<file path="config.mk">
export PLATFORM = sky130hd
export DESIGN_NAME = fpu_fp32_acc
export DESIGN_NICKNAME = d
export VERILOG_FILES = /design/src/rtl/fpu_fp32_pkg.sv /design/src/rtl/fpu_fp32_lzc.sv /design/src/rtl/fpu_fp32_acc.sv
export SDC_FILE = /design/constraint.sdc
export NUM_CORES = 1
export LEC_CHECK = 0
export ABC_AREA = 1
export BUFFER_PORTS_ARGS = -buffer_cell sky130_fd_sc_hd__buf_2
export CORE_MARGIN = 1
export CORE_UTILIZATION = 40
export CTS_CLUSTER_DIAMETER = 30
export DETAILED_ROUTE_END_ITERATION = 10
export GPL_TIMING_DRIVEN = 0
export HOLD_SLACK_MARGIN = 0.03
export REMOVE_ABC_BUFFERS = 1
export SLEW_MARGIN = 20
export SYNTH_ARGS = -nofsm -noshare
export SYNTH_HDL_FRONTEND = slang
export SYNTH_HIERARCHICAL = 1
export SYNTH_SLANG_ARGS = --single-unit
export TNS_END_PERCENT = 5
</file>
<file path="constraint.sdc">
create_clock -name clk -period 14.8 [get_ports clk]
set_clock_uncertainty 0.15 [all_clocks]
set_input_delay 1.48 -clock clk [delete_from_list [all_inputs] [get_ports clk]]
set_output_delay 1.48 -clock clk [all_outputs]
set_load 0.02 [all_outputs]
</file>
<file path="src/rtl/fpu_fp32_pkg.sv">
// Shared definitions for the FP32 accumulate stage: field widths, special
// encodings, the FSM state type and the unpacked-operand record.
package fpu_fp32_pkg;

    localparam int EXP_W  = 8;
    localparam int FRAC_W = 23;
    localparam int SIG_W  = FRAC_W + 1;

    localparam int FP32_EXP_BIAS = 127;
    localparam int FP32_EXP_MAX  = 255;

    localparam logic [31:0] FP32_INF  = 32'h7F80_0000;
    localparam logic [31:0] FP32_QNAN = 32'h7FC0_0000;

    typedef enum logic [1:0] {
        IDLE  = 2'd0,
        ALIGN = 2'd1,
        NORM  = 2'd2
    } acc_state_t;

    typedef struct packed {
        logic               sgn;
        logic [EXP_W-1:0]   exp;
        logic [SIG_W-1:0]   sig;
        logic               is_zero;
        logic               is_inf;
    } fp32_unp_t;

    // Denormals flush to zero (sign kept); exponent 255 is infinity whatever
    // the mantissa holds; normals get their hidden bit.
    function automatic fp32_unp_t fp32_unpack(input logic [31:0] w);
        fp32_unp_t u;
        u.sgn = w[31];
        u.exp = w[30:23];
        if (w[30:23] == 8'd0) begin
            u.sig     = {SIG_W{1'b0}};
            u.is_zero = 1'b1;
            u.is_inf  = 1'b0;
        end else if (w[30:23] == 8'hFF) begin
            u.sig     = {1'b1, {FRAC_W{1'b0}}};
            u.is_zero = 1'b0;
            u.is_inf  = 1'b1;
        end else begin
            u.sig     = {1'b1, w[22:0]};
            u.is_zero = 1'b0;
            u.is_inf  = 1'b0;
        end
        return u;
    endfunction

endpackage

</file>
<file path="src/rtl/fpu_fp32_lzc.sv">
// Combinational leading-zero counter; an all-zero input yields WIDTH.
module fpu_fp32_lzc #(
    parameter int WIDTH = 28,
    parameter int CNT_W = $clog2(WIDTH + 1)
) (
    input  logic [WIDTH-1:0] value,
    output logic [CNT_W-1:0] count
);

    // Scan upward so the highest set bit is the last one to write the count.
    always_comb begin
        count = CNT_W'(WIDTH);
        for (int i = 0; i < WIDTH; i++) begin
            if (value[i]) begin
                count = CNT_W'(WIDTH - 1 - i);
            end else begin
                count = count;
            end
        end
    end

endmodule

</file>
<file path="src/rtl/fpu_fp32_acc.sv">
// FP32 accumulate stage behind the FP32 multiplier. Three-cycle FSM
// (IDLE accept, ALIGN, NORM), flush-to-zero, truncating by default.
// Build option: define FPU_FP32_ACC_ROUND_EN for round-to-nearest-even.
module fpu_fp32_acc
    import fpu_fp32_pkg::*;
#(
    parameter int GUARD_BITS = 3
) (
    input  logic        clk,
    input  logic        reset,
    input  logic        in_valid,
    output logic        in_ready,
    input  logic [31:0] in_data,
    input  logic        in_clr,
    input  logic        in_last,
    output logic        out_valid,
    output logic [31:0] out_data,
    output logic [31:0] acc_q
);

    localparam int AW   = SIG_W + GUARD_BITS;   // aligned operand field
    localparam int SW   = AW + 1;               // sum field incl. carry
    localparam int LZ_W = $clog2(SW + 1);

    acc_state_t       state_r;
    logic             in_ready_r;
    logic             out_valid_r;
    logic [31:0]      out_data_r;
    logic [31:0]      acc_r;

    fp32_unp_t        op_r;
    logic             clr_r;
    logic             last_r;

    logic             a_sgn_r;
    logic [EXP_W-1:0] a_exp_r;
    logic [AW-1:0]    a_sig_r;
    logic [AW-1:0]    b_sig_r;
    logic             sub_r;
    logic             special_r;
    logic [31:0]      special_val_r;

    logic             accept_s;
    fp32_unp_t        acc_u_s;
    fp32_unp_t        a_s;
    fp32_unp_t        b_s;
    logic [EXP_W-1:0] d_s;
    logic [AW-1:0]    b_ext_s;
    logic [AW-1:0]    b_al_s;
    logic             special_s;
    logic [31:0]      special_val_s;

    logic [SW-1:0]       sum_s;
    logic [LZ_W-1:0]     lz_s;
    logic [SW-1:0]       norm_s;
    logic signed [9:0]   exp_s;
    logic [FRAC_W-1:0]   mant_s;
    logic signed [9:0]   exp_fin_s;
    logic [FRAC_W-1:0]   mant_fin_s;
    logic [31:0]         result_s;

    assign accept_s  = in_valid && in_ready_r;
    assign in_ready  = in_ready_r;
    assign out_valid = out_valid_r;
    assign out_data  = out_data_r;
    assign acc_q     = acc_r;

    // ALIGN: order operands by magnitude and shift the smaller one into place.
    always_comb begin
        acc_u_s       = fp32_unpack(acc_r);
        a_s           = op_r;
        b_s           = acc_u_s;
        b_al_s        = {AW{1'b0}};
        special_s     = 1'b0;
        special_val_s = 32'd0;
        if (clr_r) begin
            acc_u_s = fp32_unpack(32'd0);
        end else begin
            acc_u_s = acc_u_s;
        end
        if ({op_r.exp, op_r.sig} >= {acc_u_s.exp, acc_u_s.sig}) begin
            a_s = op_r;
            b_s = acc_u_s;
        end else begin
            a_s = acc_u_s;
            b_s = op_r;
        end
        d_s     = a_s.exp - b_s.exp;
        b_ext_s = {b_s.sig, {GUARD_BITS{1'b0}}};
        if (b_s.is_zero) begin
            b_al_s = {AW{1'b0}};
        end else if (32'(d_s) >= AW) begin
            b_al_s = {{(AW-1){1'b0}}, 1'b1};
        end else begin
            b_al_s = (b_ext_s >> d_s)
                   | {{(AW-1){1'b0}}, |(b_ext_s & ~({AW{1'b1}} << d_s))};
        end
        // Infinity always sorts as A, so only A needs testing here.
        if (a_s.is_inf) begin
            special_s = 1'b1;
            if (b_s.is_inf && (a_s.sgn != b_s.sgn)) begin
                special_val_s = FP32_QNAN;
            end else begin
                special_val_s = {a_s.sgn, FP32_INF[30:0]};
            end
        end else begin
            special_s     = 1'b0;
            special_val_s = 32'd0;
        end
    end

    // NORM: add/subtract the aligned significands.
    always_comb begin
        if (sub_r) begin
            sum_s = {1'b0, a_sig_r} - {1'b0, b_sig_r};
        end else begin
            sum_s = {1'b0, a_sig_r} + {1'b0, b_sig_r};
        end
    end

    fpu_fp32_lzc #(
        .WIDTH (SW),
        .CNT_W (LZ_W)
    ) u_lzc (
        .value (sum_s),
        .count (lz_s)
    );

    // The hidden bit is normalised to the carry position: a carry-out needs
    // no shift (exp+1), otherwise the left shift by lz reduces the exponent.
    always_comb begin
        norm_s = sum_s << lz_s;
        exp_s  = $signed({2'b00, a_exp_r}) + 10'sd1
               - $signed({{(10-LZ_W){1'b0}}, lz_s});
        mant_s = norm_s[SW-2 -: FRAC_W];
    end

`ifdef FPU_FP32_ACC_ROUND_EN
    logic              guard_s;
    logic              sticky_s;
    logic              round_up_s;
    logic [FRAC_W:0]   mant_rnd_s;

    // Round to nearest even; a mantissa wrap bumps the exponent.
    always_comb begin
        guard_s    = norm_s[SW-FRAC_W-2];
        sticky_s   = |norm_s[SW-FRAC_W-3:0];
        round_up_s = guard_s && (sticky_s || norm_s[SW-FRAC_W-1]);
        mant_rnd_s = {1'b0, mant_s} + {{FRAC_W{1'b0}}, round_up_s};
        if (mant_rnd_s[FRAC_W]) begin
            mant_fin_s = {FRAC_W{1'b0}};
            exp_fin_s  = exp_s + 10'sd1;
        end else begin
            mant_fin_s = mant_rnd_s[FRAC_W-1:0];
            exp_fin_s  = exp_s;
        end
    end
`else
    logic unused_guard_s;

    // Truncate: bits below the mantissa are dropped.
    always_comb begin
        unused_guard_s = ^norm_s[SW-FRAC_W-2:0];
        mant_fin_s     = mant_s;
        exp_fin_s      = exp_s;
    end
`endif

    // Final result selection: specials, exact zero, overflow, underflow.
    always_comb begin
        if (special_r) begin
            result_s = special_val_r;
        end else if (!norm_s[SW-1]) begin
            result_s = 32'd0;
        end else if (exp_fin_s >= $signed(10'(FP32_EXP_MAX))) begin
            result_s = {a_sgn_r, FP32_INF[30:0]};
        end else if (exp_fin_s <= 10'sd0) begin
            result_s = 32'd0;
        end else begin
            result_s = {a_sgn_r, exp_fin_s[7:0], mant_fin_s};
        end
    end

    // Control FSM with operand capture, accumulator and registered outputs.
    always_ff @(posedge clk) begin
        if (reset) begin
            state_r       <= IDLE;
            in_ready_r    <= 1'b1;
            out_valid_r   <= 1'b0;
            out_data_r    <= 32'd0;
            acc_r         <= 32'd0;
            op_r          <= '0;
            clr_r         <= 1'b0;
            last_r        <= 1'b0;
            a_sgn_r       <= 1'b0;
            a_exp_r       <= {EXP_W{1'b0}};
            a_sig_r       <= {AW{1'b0}};
            b_sig_r       <= {AW{1'b0}};
            sub_r         <= 1'b0;
            special_r     <= 1'b0;
            special_val_r <= 32'd0;
        end else begin
            case (state_r)
                IDLE: begin
                    out_valid_r <= 1'b0;
                    if (accept_s) begin
                        op_r       <= fp32_unpack(in_data);
                        clr_r      <= in_clr;
                        last_r     <= in_last;
                        in_ready_r <= 1'b0;
                        state_r    <= ALIGN;
                    end
                end
                ALIGN: begin
                    out_valid_r   <= 1'b0;
                    a_sgn_r       <= a_s.sgn;
                    a_exp_r       <= a_s.exp;
                    a_sig_r       <= {a_s.sig, {GUARD_BITS{1'b0}}};
                    b_sig_r       <= b_al_s;
                    sub_r         <= a_s.sgn ^ b_s.sgn;
                    special_r     <= special_s;
                    special_val_r <= special_val_s;
                    state_r       <= NORM;
                end
                NORM: begin
                    acc_r       <= result_s;
                    out_valid_r <= last_r;
                    if (last_r) begin
                        out_data_r <= result_s;
                    end
                    in_ready_r  <= 1'b1;
                    state_r     <= IDLE;
                end
                default: begin
                    out_valid_r <= 1'b0;
                    in_ready_r  <= 1'b1;
                    state_r     <= IDLE;
                end
            endcase
        end
    end

endmodule
</file>
### After elaboration in Yosys (flattened, before gate mapping)

Index checks and enable logic that the tools add are counted.

| operators by class | value |
|---|---|
| reductions and logical operators | 10 |
| order comparisons | 4 |
| equality and inequality tests | 6 |
| shift-type cells | 3 |
| bitwise gates (word level) | 6 |
| $add $sub $neg | 5 |
| mux-type cells | 49 |

Operators by type and width:

| kind | count |
|---|---|
| $mux 32 | 6 |
| $mux 35 | 3 |
| $mux 5 | 16 |
| $mux 27 | 2 |
| $mux 26 | 2 |
| $mux 25 | 2 |
| $ge 32x32->1 | 1 |
| $mux 4 | 8 |
| $add 27x27->28 | 1 |
| $mux 28 | 1 |
| $shl 28x5->28 | 1 |
| $sub 27x27->28 | 1 |
| $and 27x27->27 | 1 |
| $not 27->27 | 1 |
| $or 27x1->27 | 1 |
| $reduce_or 27->1 | 1 |
| $shl 27x8->27 const A | 1 |
| $shr 27x8->27 | 1 |
| $eq 8x8->1 const B | 2 |
| $logic_not 8->1 | 2 |
| $mux 3 | 4 |
| $ge 10x9->1 const B | 1 |
| $le 10x1->1 const B | 1 |
| $sub 9x5->10 | 1 |
| other kinds (17) | 22 |

| word-level totals | value |
|---|---|
| flip-flop bits (word level) | 199 |
| word-level logic and storage cells | 102 |
| output and inout port bits | 66 |
| bits of input ports | 37 |

### Longest topological paths before layout

| depth | value |
|---|---|
| word-level depth | 36 |
| gate-level depth with buffers | 57 |
| gate-level depth less buffers | 55 |

### Cells and area by module

The synthesis kept the hierarchy.

By module, submodules not included:

| module | cells an instance | sequential area each (µm²) | area an instance (µm²) | instances |
|---|---|---|---|---|
| fpu_fp32_acc | 2431 | 3383.2 | 14574.0 | 1 |
| fpu_fp32_lzc | 84 | 0.0 | 399.1 | 1 |

### Least setup slack after synthesis

OpenSTA, ideal clock, no wires.

| timing path | value |
|---|---|
| path type | register to register |
| start | register b_sig_r[3] |
| end | register acc_r[7] (netlist: acc_q[7]) |
| path buffers | 3 |
| arrival time | 5.894 ns |
| slack | 8.686 ns |
| required time | 14.580 ns |
| clock period less this slack | 6.114 ns |
| library setup time | 0.070 ns |
| cell stages (with the launch flop) | 52 |
| path through | dfxtp_1 inv_1 ha_1 nand2_1 o21ai_0 inv_1 o21bai_1 nand2_1 nand3_1 o21ai_0 xor2_1 bufinv_8 nand2_1 nand2_1 nand2_1 nand2_1 nand2_1 nand2_1 (+16 left out) ha_1 ha_1 fa_1 a21oi_1 o21bai_1 a21oi_1 nor2_1 nor2_1 xnor2_1 nor4_1 nand3_1 nand2_1 nor2_1 nand2_1 nor2_1 clkbuf_1 nand4_1 a21oi_1 |

| on the way | value |
|---|---|
| elaborated cells between the ends (all ways) | 36 |
| those cells by class | add/sub: 3; order compare: 2; shift: 1; mux: 30 |

RTL lines:

| what | RTL line | text |
|---|---|---|
| from (decl) | fpu_fp32_acc.sv:38 | `logic [AW-1:0] b_sig_r;` |
| from (signal assigned) | fpu_fp32_acc.sv:198 | `b_sig_r <= {AW{1'b0}};` |
| from (signal assigned) | fpu_fp32_acc.sv:219 | `b_sig_r <= b_al_s;` |
| $add 27x27->28 or $sub 27x27->28 (tied branches) | fpu_fp32_acc.sv:117, fpu_fp32_acc.sv:115 |  |
| $mux 28 * | fpu_fp32_acc.sv:114 | `if (sub_r) begin` |
| net sum_s[8] | fpu_fp32_acc.sv:53 | `logic [SW-1:0] sum_s;` |
| $mux 4 * (4 in a row) | fpu_fp32_lzc.sv:14 | `if (value[i]) begin` |
| $mux 5 * (16 in a row) | fpu_fp32_lzc.sv:14 |  |
| net lz_s[0] | fpu_fp32_acc.sv:54 | `logic [LZ_W-1:0] lz_s;` |
| $sub 9x5->10 | fpu_fp32_acc.sv:134 | `- $signed({{(10-LZ_W){1'b0}}, lz_s});` |
| $le 10x1->1 | fpu_fp32_acc.sv:177 | `end else if (exp_fin_s <= 10'sd0) begin` |
| $mux 32 | fpu_fp32_acc.sv:177 |  |
| $mux 32 | fpu_fp32_acc.sv:175 | `end else if (exp_fin_s >= $signed(10'(FP32_EXP_MAX))) begin` |
| $mux 32 * | fpu_fp32_acc.sv:173 | `end else if (!norm_s[SW-1]) begin` |
| $mux 32 * | fpu_fp32_acc.sv:171 | `if (special_r) begin` |
| to (signal assigned) | fpu_fp32_acc.sv:226 | `acc_r <= result_s;` |
| to (decl) | fpu_fp32_acc.sv:29 | `logic [31:0] acc_r;` |

The timed path passes the listed nets; every way through them passes the cells marked *.
A chain may end at the register's enable or synchronous reset.

### Worst setup path after layout

| timing path | value |
|---|---|
| start | register b_sig_r[11] |
| end | register out_data_r[16] (netlist: out_data[16]) |

| on the way | value |
|---|---|
| elaborated cells between the ends (all ways) | 28 |
| those cells by class | add/sub: 3; order compare: 2; shift: 1; mux: 22 |

RTL lines:

| what | RTL line | text |
|---|---|---|
| $add 27x27->28 or $sub 27x27->28 (tied branches) | fpu_fp32_acc.sv:117, fpu_fp32_acc.sv:115 |  |
| $mux 28 * | fpu_fp32_acc.sv:114 |  |
| net sum_s[19] | fpu_fp32_acc.sv:53 |  |
| $mux 5 * (9 in a row) | fpu_fp32_lzc.sv:14 |  |
| net lz_s[2] | fpu_fp32_acc.sv:54 |  |
| $sub 9x5->10 | fpu_fp32_acc.sv:134 |  |
| $le 10x1->1 | fpu_fp32_acc.sv:177 |  |
| $mux 32 | fpu_fp32_acc.sv:177 |  |
| $mux 32 | fpu_fp32_acc.sv:175 |  |
| $mux 32 * | fpu_fp32_acc.sv:173 |  |
| $mux 32 * | fpu_fp32_acc.sv:171 |  |
| to (signal assigned) | fpu_fp32_acc.sv:229 | `out_data_r <= result_s;` |
| to (decl) | fpu_fp32_acc.sv:28 | `logic [31:0] out_data_r;` |

Marks and branches as above.

==> impl_metrics.py <==
metrics = {
    "run_status": {
        "status": "finished clean",
    },
    "yosys": {
        "syn_avg_cell_area_um2": 5.954,
        "synthDistinctLibCells": 55,
        "synth-edff-count": 0,
        "yosys_warnings": 6,
        "async_reset_ff_share_pct": 0,
        "synth_area_leaders": "dfxtp_1, nand2_1, a21oi_1",
        "dominantRegCellSynth": "dfxtp_1",
        "synth.largest_area_cell": "dfxtp_1",
        "ys_seq_area_share_pct": 22.60,
        "synth_cells": 2515,
        "synth_seq_cells": 169,
        "synth_top_area_share_pct": 22.60,
        "syn_area_mm2": 0.01497,
    },
    "power_and_ir_drop": {
        "pwr-share-seq_pct": 17.3,
        "pwr-share-clk_pct": 16.3,
        "power.density_mw_per_mm2": 178.7,
        "p_leak_nw": 7.974,
        "irDropWorstVdd_mv": 0.1392,
        "p_switching_mw": 1.648,
        "power.total_mw": 2.929,
        "p_int_mw": 1.281,
        "swShare_pct": 56.26,
        "pwr-share-comb_pct": 66.4,
    },
    "drt": {
        "avgRoutedWirePerCell_um": 17.58,
        "drtAntennaViolNets": 0,
        "post-route-drc-count": 0,
        "dr_total_vias": 16340,
        "wl_mm": 52.59,
        "drtIter0Drc": 1191,
        "vias_per_cell": 5.463,
        "dr.pass1.iters": 5,
    },
    "flow_run": {
        "drv.max_cap_violation_count": 0,
    },
    "placed_design": {
        "io_buffers": 102,
        "hpwl_mm": 41.17,
        "pre_cts_slack_ns": 5.911,
        "gp_congestion": 0.9779,
    },
    "clocking": {
        "clock_path_buffers": 2,
        "clkSlewWorstSetupHoldPaths_ns": 0.08,
        "ctsHoldBuffers": 0,
        "clock_sink_count": 169,
        "cts_buffers": 17,
        "cts_tree": "yes",
        "h-tree-depth": 4,
        "clock_latency_ns": 0.45,
        "cts_root_buffer": "clkbuf_16",
        "postCtsSetupBuffers": 0,
        "ctsResizeCount": 0,
    },
    "sta": {
        "fmax_mhz": 116.3,
        "fin_ws_ns": 6.199,
        "tns_ns": 0,
        "drv_slew": 0,
        "rsz0062_at_grt": "false",
        "holdWs_ns": 0.3197,
        "finalSetupViolations": 0,
        "fin_crit_sh_pct": 58.11,
        "worst_pin_slew_ns": 1.065,
        "maxSlewHeadroom_pct": 28.55,
        "min_period_ns": 8.601,
        "hold_violations": 0,
    },
    "worst_setup_path": {
        "cp.arrival_ns": 8.82,
        "critical_path_required_ns": 15.02,
        "criticalPathCategory": "reg2reg",
        "max_stage_delay_ns": 0.85,
        "critical_path.max_fanout": 29,
        "startpoint_type": "flop",
        "crit_slowest_cell": "and3_1",
        "cp_common_cell": "nand2_1",
        "endpoint_kind": "flop",
    },
    "cells_and_area": {
        "nets": 2645,
        "finish.utilization_pct": 44.67,
        "regArea_mm2": 0.003385,
        "fill_cells": 4053,
        "multiInputGateArea_mm2": 0.009910,
        "diodes": 0,
        "synthToLayoutAreaGrowth_pct": 9.493,
        "drive_gt1_share_pct": 8.641,
    },
    "grt": {
        "grt_pass1_vias": 15130,
        "grt-ovfl-total": 0,
        "grt_pass1_wl_mm": 82.94,
        "grtUsageTotal_pct": 27.59,
        "grt_max_degree": 65,
        "antenna_found_initial": 0,
    },
    "floorplan": {
        "fp.dieW_um": 195.5,
        "core-area_mm2": 0.03670,
        "die_h_um": 195.5,
        "start_util_pct": 40.80,
        "die-area_mm2": 0.03821,
        "io_pins": 103,
        "row_count": 70,
    },
    "hold_path": {
        "min_path_type": "reg2reg",
    },
}
[routing by layer]
layer  global-route usage [%]  vias up  part of all wire, %
met5                        0        -                    0
met4                    8.982        0                  3.0
met3                    3.316       72                  4.9
met2                    45.79      448                   46
met1                    36.98     7522                   46
li1                         -     8297                    -
[per-stage QoR]
| step | std cells | cell area (um^2) |
|---|---|---|
| CTS | 2991 | 16390 |
| floorplan | 2378 | 14410 |
| finish | 2991 | 16390 |
| detailed placement | 2959 | 15780 |
| global placement | 2948 | 15510 |
| global route | 2991 | 16390 |
[placed cells by master, fill, tap and decap left out, types with 6 or more instances in the layout]
| cell type | count |
|---|---|
| or2_2 | 22 |
| nand2_1 | 680 |
| clkbuf_16 | 17 |
| o211ai_1 | 49 |
| o21bai_1 | 8 |
| nor3_1 | 9 |
| nand3_1 | 238 |
| xor2_1 | 27 |
| nand2_2 | 8 |
| a21oi_1 | 256 |
| a21o_1 | 10 |
| nand4_1 | 29 |
| o21ai_0 | 211 |
| nor4_1 | 18 |
| o21ai_1 | 22 |
| o21a_1 | 12 |
| clkinv_1 | 6 |
| inv_2 | 11 |
| nor2_1 | 143 |
| a31oi_1 | 13 |
| inv_1 | 282 |
| ha_1 | 95 |
| buf_2 | 101 |
| dfxtp_1 | 168 |
[state kept, by name (all words and copies together) (netlist names)]
signal	cells
a_exp_r	8
a_sgn_r	1
a_sig_r	24
acc_q	32
b_sig_r	27
clr_r	1
in_ready	1
last_r	1
op_r	35
out_data	32
out_valid	1
special_val_r	3
state_r	2
sub_r	1
[logic make-up after synthesis]
| logic type | count (synthesis) | share of synthesized area, % |
|---|---|---|
| xor gates and xnor gates | 29 | 1.696 |
| and+or+nand+nor | 1170 | 33.35 |
| AOI/OAI and AO/OA | 605 | 22.24 |
| DFF | 169 | 22.60 |
| buffers and inverters | 441 | 11.63 |
| adders and majority gates | 98 | 8.289 |
| muxes | 3 | 0.2006 |
[power groups by stage]
| stage | Combinational (mW) | Sequential [mW] | Clock (mW) |
|---|---|---|---|
| after floorplan | 1.32 | 0.514 | 0 |
| after global placement | 1.85 | 0.516 | 0 |
| after detailed placement | 1.89 | 0.517 | 0 |
| after CTS | 1.90 | 0.507 | 0.484 |
| after global routing | 2.17 | 0.510 | 0.505 |
| final | 1.94 | 0.507 | 0.478 |
[final cells by class]
cell class	count	share of cell area, %
flip-flops and latches	169	20.64
repair buffers	113	4.388
inverters	304	7.235
multi-input cells	1905	60.44
well taps	468	3.572
clock buffers	18	2.679
clock inverters	14	1.038
[worst max-delay path: cells and delay by family (launching register included)]
kind	cells	cell delay [ns]
and+or+nand+nor	19	3.64
AOI/OAI and AO/OA	11	1.93
adders and majority gates	3	1.33
buffers and inverters	4	0.91
DFF	1	0.36
xor gates and xnor gates	1	0.15
[path summary, 6_finish.rpt]
check                                        from           endpoint  slack, ns  cells after the start
worst min-delay path            special_val_r[31]  special_val_r[31]       0.32                      2
worst max-delay path                  b_sig_r[11]       out_data[16]       6.20                     38
worst min register to register  special_val_r[31]  special_val_r[31]       0.32                      2
worst max register to register        b_sig_r[11]       out_data[16]       6.20                     38
[cells in the mapped netlist, types with 8 or more instances]
cell type  number
dfxtp_1       169
nand3_1       238
a21oi_1       257
a21o_1         10
o21ai_0       211
o211ai_1       49
clkbuf_1      110
inv_2          11
o21ai_1        23
buf_2           9
nor2_1        146
o21a_1         12
nand4_1        29
xor2_1         27
nand2_1       681
ha_1           96
buf_1          13
a31oi_1        13
inv_1         283
nor4_1         18
or2_2          22
o21bai_1        8
nor3_1         10
Power figures use the tool's default switching activity.
